`config.mk`:
```
export PLATFORM = sky130hd
export DESIGN_NAME = dsram_ahb_arbiter
export DESIGN_NICKNAME = d
export VERILOG_FILES = /design/src/rtl/system_pkg.sv /design/src/rtl/ahb_req_hold.sv /design/src/rtl/dsram_ahb_arbiter.sv
export SDC_FILE = /design/constraint.sdc
export NUM_CORES = 1
export LEC_CHECK = 0
export BUFFER_PORTS_ARGS = -buffer_cell sky130_fd_sc_hd__buf_2
export CAP_MARGIN = 15
export CORE_AREA = 4 4 116 118
export DETAILED_ROUTE_END_ITERATION = 12
export DIE_AREA = 0 0 120 122
export HOLD_SLACK_MARGIN = 0.15
export PLACE_DENSITY = 0.7
export SYNTH_ARGS = -nofsm -noshare
export SYNTH_HDL_FRONTEND = slang
export SYNTH_HIERARCHICAL = 1
export SYNTH_SLANG_ARGS = --single-unit
```
`constraint.sdc`:
```
create_clock -name clk -period 2.3 [get_ports clk]
set_input_delay 0.46 -clock clk [delete_from_list [all_inputs] [get_ports clk]]
set_output_delay 0.46 -clock clk [all_outputs]
set_load 0.01 [all_outputs]
```
`src/rtl/system_pkg.sv`:
```
// system_pkg: shared AHB transfer encodings, address-phase request struct and arbiter states.
package system_pkg;
  localparam int AHB_AW_MAX = 32;
  localparam logic [1:0] HTRANS_IDLE   = 2'b00;
  localparam logic [1:0] HTRANS_BUSY   = 2'b01;
  localparam logic [1:0] HTRANS_NONSEQ = 2'b10;
  localparam logic [1:0] HTRANS_SEQ    = 2'b11;
  typedef struct packed {
    logic [AHB_AW_MAX-1:0] addr;
    logic [2:0]            size;
    logic                  write;
    logic [1:0]            trans;
  } ahb_req_t;
  localparam int AHB_REQ_W = $bits(ahb_req_t);
  typedef enum logic [1:0] {NORM, PEND0, PEND1} arb_state_t;
endpackage

```
`src/rtl/ahb_req_hold.sv`:
```
// ahb_req_hold: single-entry address-phase holding register with valid flag.
module ahb_req_hold
  import system_pkg::*;
(
  input  logic                 clk,
  input  logic                 rstn,
  input  logic                 i_load,
  input  logic                 i_clr,
  input  logic [AHB_REQ_W-1:0] i_req,
  output logic [AHB_REQ_W-1:0] o_req,
  output logic                 o_valid
);
  logic [AHB_REQ_W-1:0] r_req;
  logic                 r_valid;
  always_ff @(posedge clk or negedge rstn) begin
    if (!rstn) begin
      r_req   <= '0;
      r_valid <= 1'b0;
    end else begin
      if (i_load) r_req <= i_req;
      r_valid <= i_load | (r_valid & ~i_clr);
    end
  end
  assign o_req   = r_req;
  assign o_valid = r_valid;
endmodule

```
`src/rtl/dsram_ahb_arbiter.sv`:
```
// dsram_ahb_arbiter: two-master (core LSU, DMA) AHB arbiter in front of a zero-wait SRAM slave.
// A losing address phase is buffered and replayed next cycle; ADDR_W must not exceed 32.
module dsram_ahb_arbiter
  import system_pkg::*;
#(
  parameter int ADDR_W = 28,
  parameter int DATA_W = 32
) (
  input  logic              clk,
  input  logic              rstn,
  input  logic              m0_hsel,
  input  logic [ADDR_W-1:0] m0_haddr,
  input  logic [1:0]        m0_htrans,
  input  logic              m0_hwrite,
  input  logic [2:0]        m0_hsize,
  input  logic [DATA_W-1:0] m0_hwdata,
  output logic              m0_hready,
  output logic [DATA_W-1:0] m0_hrdata,
  output logic              m0_hresp,
  input  logic              m1_hsel,
  input  logic [ADDR_W-1:0] m1_haddr,
  input  logic [1:0]        m1_htrans,
  input  logic              m1_hwrite,
  input  logic [2:0]        m1_hsize,
  input  logic [DATA_W-1:0] m1_hwdata,
  output logic              m1_hready,
  output logic [DATA_W-1:0] m1_hrdata,
  output logic              m1_hresp,
  output logic              s_hsel,
  output logic [ADDR_W-1:0] s_haddr,
  output logic [1:0]        s_htrans,
  output logic              s_hwrite,
  output logic [2:0]        s_hsize,
  output logic [DATA_W-1:0] s_hwdata,
  input  logic              s_hready,
  input  logic [DATA_W-1:0] s_hrdata,
  input  logic              s_hresp
);
  arb_state_t r_state, w_state_n;
  logic       r_ptr, w_ptr_n, r_own, r_own_v;
  logic       w_stall0, w_stall1, w_live0, w_live1;
  logic       w_gnt_v, w_gnt_id, w_cap, w_cap_id, w_hold_v;
  ahb_req_t   w_req0, w_req1, w_hold, w_gnt, w_cap_req;

  assign w_req0 = '{addr: AHB_AW_MAX'(m0_haddr), size: m0_hsize, write: m0_hwrite, trans: m0_htrans};
  assign w_req1 = '{addr: AHB_AW_MAX'(m1_haddr), size: m1_hsize, write: m1_hwrite, trans: m1_htrans};

  // A master is stalled only while its buffered address phase waits to be replayed
  assign w_stall0  = (r_state == PEND0);
  assign w_stall1  = (r_state == PEND1);
  assign m0_hready = ~w_stall0 & s_hready;
  assign m1_hready = ~w_stall1 & s_hready;
  assign w_live0   = m0_hsel & m0_htrans[1] & m0_hready;
  assign w_live1   = m1_hsel & m1_htrans[1] & m1_hready;

  always_comb begin
    w_state_n = r_state;
    w_ptr_n   = r_ptr;
    w_gnt_v   = 1'b0;
    w_gnt_id  = 1'b0;
    w_cap     = 1'b0;
    w_cap_id  = 1'b0;
    if (w_hold_v) begin
      w_gnt_v  = 1'b1;
      w_gnt_id = (r_state == PEND1);
      w_cap    = w_gnt_id ? w_live0 : w_live1;
      w_cap_id = ~w_gnt_id;
    end else if (w_live0 & w_live1) begin
      w_gnt_v  = 1'b1;
      w_gnt_id = r_ptr;
      w_cap    = 1'b1;
      w_cap_id = ~r_ptr;
      w_ptr_n  = s_hready ? ~r_ptr : r_ptr;
    end else begin
      w_gnt_v  = w_live0 | w_live1;
      w_gnt_id = w_live1;
    end
    if (s_hready) w_state_n = w_cap ? (w_cap_id ? PEND1 : PEND0) : NORM;
  end

  assign w_cap_req = w_cap_id ? w_req1 : w_req0;
  assign w_gnt     = w_hold_v ? w_hold : (w_gnt_id ? w_req1 : w_req0);

  ahb_req_hold u_hold (
    .clk     (clk),
    .rstn    (rstn),
    .i_load  (w_cap & s_hready),
    .i_clr   (s_hready),
    .i_req   (w_cap_req),
    .o_req   (w_hold),
    .o_valid (w_hold_v)
  );

  always_ff @(posedge clk or negedge rstn) begin
    if (!rstn) begin
      r_state <= NORM;
      r_ptr   <= 1'b0;
      r_own   <= 1'b0;
      r_own_v <= 1'b0;
    end else begin
      r_state <= w_state_n;
      r_ptr   <= w_ptr_n;
      if (s_hready) begin
        r_own_v <= w_gnt_v;
        r_own   <= w_gnt_id;
      end
    end
  end

  assign s_hsel    = w_gnt_v;
  assign s_haddr   = ADDR_W'(w_gnt.addr);
  assign s_htrans  = w_gnt_v ? w_gnt.trans : HTRANS_IDLE;
  assign s_hwrite  = w_gnt_v & w_gnt.write;
  assign s_hsize   = w_gnt.size;
  assign s_hwdata  = r_own ? m1_hwdata : m0_hwdata;
  assign m0_hrdata = s_hrdata;
  assign m1_hrdata = s_hrdata;
  assign m0_hresp  = r_own_v & ~r_own & ~w_stall0 & s_hresp;
  assign m1_hresp  = r_own_v & r_own & ~w_stall1 & s_hresp;
endmodule

```
==> Yosys cells after proc, flatten, opt, wreduce, memory -nomap -nowiden <==
Cells that the tools add are included.
{ "totals": {"ff_bits": 40, "in_bits": 170, "out_inout_bits": 135, "word_cells": 49} }
{ "op_classes": {"n_eq_ne": 2, "n_mux": 16, "bitwise": 24, "reduce_logical": 1} }
{ "ops": {"columns": ["operator", "n"], "rows": [
  ["34-bit 2-to-1 mux", 3],
  ["32-bit 2-to-1 mux", 1],
  ["1-bit bitwise AND", 16],
  ["1-bit 2-to-1 mux", 9],
  ["2-bit 2-to-1 mux", 3],
  ["1-bit NOT", 6],
  ["3-bit AND reduction", 1],
  ["2-bit by 1-bit equality test with 1-bit output, second input constant", 1],
  ["2-bit equality test, second input constant", 1],
  ["1-bit bitwise OR", 2]
]} }

==> Logic depth before layout (Yosys ltp) <==
{ "depth": {"word_depth": 10, "mapped_depth": 9, "depth_no_buf": 5} }

==> Modules after synthesis <==
Netlist, hierarchy kept.
{ "by_module_without_submodules": {"columns": ["mod", "instances", "cells_per_inst", "area_each_um2", "seq_area_each_um2"], "rows": [
  ["dsram_ahb_arbiter", 1, 306, 2523.7, 125.1],
  ["ahb_req_hold", 1, 83, 1486.4, 975.9]
]} }

==> Worst setup path after synthesis <==
Ideal clock, no wire load.
{ "synth_timing": {"path_kind": "flip-flop to flip-flop", "from": "register r_state[1]", "to": "register u_hold.r_req[25] (netlist: u_hold/o_req[25])", "setup_time_ns": 0.125, "arrival_time_ns": 2.194, "required_time_ns": 2.175, "slack_ns": -0.019, "path_stages_with_launch": 10, "synth_period_minus_slack_ns": 2.319, "path_cell_list": "dfrtp_1 -> and2b_1 -> nor3_2 -> buf_2 -> buf_2 -> a21oi_1 -> o22ai_1 -> buf_6 -> buf_6 -> mux2_4"} }
{ "synth_between": {"elab_chain_cells": 8, "elab_cells_between_ends": 16} }
{ "synth_lines": {"columns": ["element", "line_no", "text"], "rows": [
  ["start: declaration", "dsram_ahb_arbiter.sv:39", "arb_state_t r_state, w_state_n;"],
  ["start signal: assignment", "dsram_ahb_arbiter.sv:101", "r_state <= w_state_n;"],
  ["2-bit by 1-bit equality test with 1-bit output / 2-bit equality test (equally long branches)", "dsram_ahb_arbiter.sv:49, dsram_ahb_arbiter.sv:50, dsram_ahb_arbiter.sv:65", null],
  ["1-bit NOT, on equally long branches", "dsram_ahb_arbiter.sv:51, dsram_ahb_arbiter.sv:52, dsram_ahb_arbiter.sv:67", null],
  ["1-bit bitwise AND, on equally long branches", "dsram_ahb_arbiter.sv:51, dsram_ahb_arbiter.sv:52", null],
  ["1-bit bitwise AND, on equally long branches", "dsram_ahb_arbiter.sv:53, dsram_ahb_arbiter.sv:54", null],
  ["1-bit bitwise AND", "dsram_ahb_arbiter.sv:68", "end else if (w_live0 & w_live1) begin"],
  ["1-bit 2-to-1 mux", "dsram_ahb_arbiter.sv:68", null],
  ["1-bit 2-to-1 mux", "dsram_ahb_arbiter.sv:63", "if (w_hold_v) begin"],
  ["34-bit 2-to-1 mux / 1-bit bitwise AND (equally long branches)", "dsram_ahb_arbiter.sv:81, dsram_ahb_arbiter.sv:87", null],
  ["end signal: assignment", "ahb_req_hold.sv:20", "if (i_load) r_req <= i_req;"],
  ["end: declaration", "ahb_req_hold.sv:13", "logic [AHB_REQ_W-1:0] r_req;"]
]} }
Parallel ways exist; a longest one is shown, timed or not.
A chain may end at the register's enable or synchronous reset.

==> Worst setup path in the final report <==
{ "layout_timing": {"from": "register r_state[1]", "to": "output port s_haddr[5]"} }
{ "layout_between": {"elab_chain_cells": 9, "elab_cells_between_ends": 13} }
{ "layout_lines": {"columns": ["element", "line_no", "text"], "rows": [
  ["2-bit by 1-bit equality test with 1-bit output / 2-bit equality test (equally long branches)", "dsram_ahb_arbiter.sv:49, dsram_ahb_arbiter.sv:50, dsram_ahb_arbiter.sv:65", null],
  ["1-bit NOT, on equally long branches", "dsram_ahb_arbiter.sv:51, dsram_ahb_arbiter.sv:52", null],
  ["1-bit bitwise AND, on equally long branches", "dsram_ahb_arbiter.sv:51, dsram_ahb_arbiter.sv:52", null],
  ["1-bit bitwise AND, on equally long branches", "dsram_ahb_arbiter.sv:53, dsram_ahb_arbiter.sv:54", null],
  ["1-bit bitwise AND", "dsram_ahb_arbiter.sv:68", null],
  ["1-bit 2-to-1 mux", "dsram_ahb_arbiter.sv:68", null],
  ["1-bit 2-to-1 mux *", "dsram_ahb_arbiter.sv:63", null],
  ["34-bit 2-to-1 mux * (2 in a row)", "dsram_ahb_arbiter.sv:82", "assign w_gnt = w_hold_v ? w_hold : (w_gnt_id ? w_req1 : w_req0);"],
  ["end: declaration", "dsram_ahb_arbiter.sv:30", "output logic [ADDR_W-1:0] s_haddr,"]
]} }
Mark *: on every way between the ends. The rest lies on a longest branch, timed or not.

==> impl_results.md <==
- Outcome: finished, violations left
- Failing checks: setup timing
- TNS Setup: -2678 ps
- Multi-input logic area: around 2400 sq um
- Clk pwr share: 0.266
- Max-slew violation count: 0
- Initial antenna violation count: 1
- Wire per inst: between 20 and 25 um
- Area growth syn-to-layout: 38.43%
- Total Power: slightly above 3 mW
- Fin crit period: between 2000 and 2500 ps
- Routed Antenna Nets: 0
- GR Util All Layers: 0.2012
- Final wirelength: 15970 um
- Post-Syn Area: a little under 4000 sq um
- DRC errors left: 0
- Maximum root-to-sink buffer count: 2
- CP Max Fanout: 10
- RR Startpoint: r_state[1]$_DFFE_PN0P_
- Final cell count without fillers: just over 700
- Fin Hold WS: ~240 ps
- Congestion Overflow GR: 0
- CTS tree: yes
- Worst Setup SP: r_state[1]$_DFFE_PN0P_
- Critical path endpoint category: primary output
- # hold bufs at CTS: 0
- Die Span Y: around 120 um
- Layout Nets: about 710
- Max-cap violations: 0
- Sink Count: 40
- Number of global-route vias before repair: between 3k and 4k
- Cell Pwr Density: approximately 570 nW/um^2
- Critical path type: reg2out
- # setup viols final: between 50 and 60
- Pint: 2.107 mW
- Starting Density: 0.3097
- Vias per std cell: 5.236
- Placed insts: roughly 690
- CTS clock-pin slew for the worst setup and hold paths: around 60 ps
- Worst Hold Class: in2async
- First DRT Iteration DRCs: 181
- Post-Synthesis Cells: 380
- Avg Cell Area, Syn: 10.16 sq um
- Ports: ~310
- Placed wire-length estimate: 12370 um
- Clock Skew: roughly 3.7 ps
- PnR worst setup slack: -94.66 ps
- Period utilization: 1.041
- Worst Tran Pin Value: ~530 ps
- Fmax: roughly 0.42 GHz
- Root Buffer: clkbuf_16
- Yosys Warn Count: 6
- Row count: 41
- Detailed Routing Iterations Pass 1: 4
- VDD IR max: between 0.2 and 0.3 mV
- Clk Latency, worst-skew pair: around 280 ps
- Port Buffers: between 200 and 250
- Maximum level of the CTS H-tree: 2
- Reg2reg path depth: 8
- Slew headroom: 0.6462
- Sw Pwr: around 950 uW
- Die area: around 15000 sq um
- Ant. Diodes: 0
- Critical path arrival: ~1900 ps
- Syn Nets: 550
- Flop pwr share: 0.343
- Sw Ratio: 0.3102
- WP data required: 1840 ps
- Place WS: around 46 ps
- Fin. Hold Viols: 0
- Cts bufs inserted: 5
- Layout cells sized above 1: 0.7257
- Routability cong.: between 0.8 and 0.9
- Storage element area: 1001 sq um
- RSZ-0062 raised after global routing: true
- Vias: between 3k and 4k
- Combinational Power Share: 0.391
- CP startpoint kind: flop
- Pin count of the biggest net entering global routing: 41
- Pleak: ~2.6 nW
- Core Area: 12470 sq um
- Die X: 120 um
- First-pass GRT wire length: approximately 23000 um
- Fillers: between 1k and 1.5k
## sequential cells by signal, summed over array words and instances (netlist names)
signal	flops
u_hold/o_req	34
r_state	2
r_own	1
r_own_v	1
r_ptr	1
u_hold/o_valid	1
## repair_timing
item / in CTS / in global routing
gates cloned: 1 / 3
setup buffers: 7 / 2
resized for setup: 42 / 40
pin swaps: 7 / 13
endpoints found under the setup margin: 35 / 45
## cells in the final DEF (no fill, tap or decap), drive strengths merged, types with 6 or more instances in the layout
cell and instances:
buf 241, mux2 100, dfrtp 40, a31oi 32
o21ai 32, a2bb2oi 31, nand2 8, clkbuf 8
nand3 7, inv 6
## power by group through the flow
stage | logic, mW | registers [mW] | clock network [mW]
after global placement | 1.06 | 1.04 | 0
final | 1.19 | 1.05 | 0.813
after global routing | 1.28 | 1.06 | 0.858
after detailed placement | 1.09 | 1.05 | 0
after floorplan | 0.785 | 0.996 | 0
after CTS | 1.13 | 1.04 | 0.826
## worst paths after layout
path / end / slack [ps]
hold reg to reg: r_ptr$_DFFE_PN0P_ / 510
max in group asynchronous: r_state[1]$_DFFE_PN0P_ / 1700
hold / removal: u_hold/o_req[16]$_DFFE_PN0P_ / 240
min in group clk: r_ptr$_DFFE_PN0P_ / 510
setup reg to reg: u_hold/o_req[13]$_DFFE_PN0P_ / -80
setup / recovery: s_haddr[5] / -90
## through the flow
stage | utilization | area (sq um)
floorplan | - | 3861
global placement | 0.3819 | 4761
detailed placement | 0.3819 | 4761
CTS | 0.4102 | 5114
global route | 0.4288 | 5345
finish | 0.4288 | 5345
## routing by layer
layer  GRT usage  wire length (um)  vias to the layer above
li1            -                 -                     1668
met1      0.2351              5823                     1784
met2      0.3544              8220                      232
met3     0.07103              1643                       23
met4     0.04653               279                        0
met5           0                 0                        -
## final cells by class
cell class,instances,share of cell area
tap,172,0.04026
timing repair buffer,244,0.2842
sequential,40,0.1873
clock buffer,5,0.02341
inverter,6,0.004916
multi-input combinational,238,0.4513
clock inverter,3,0.008661
## worst max-delay path, stage by stage, from the launching register on
cell and delay (ps):
dfrtp_1 390, and2b_2 230, buf_6 130, nor3_4 180, buf_6 170, buf_12 130, a31oi_1 80, a2bb2oi_1 170
buf_2 170
Note: power is estimated with default switching activity, not from simulation.
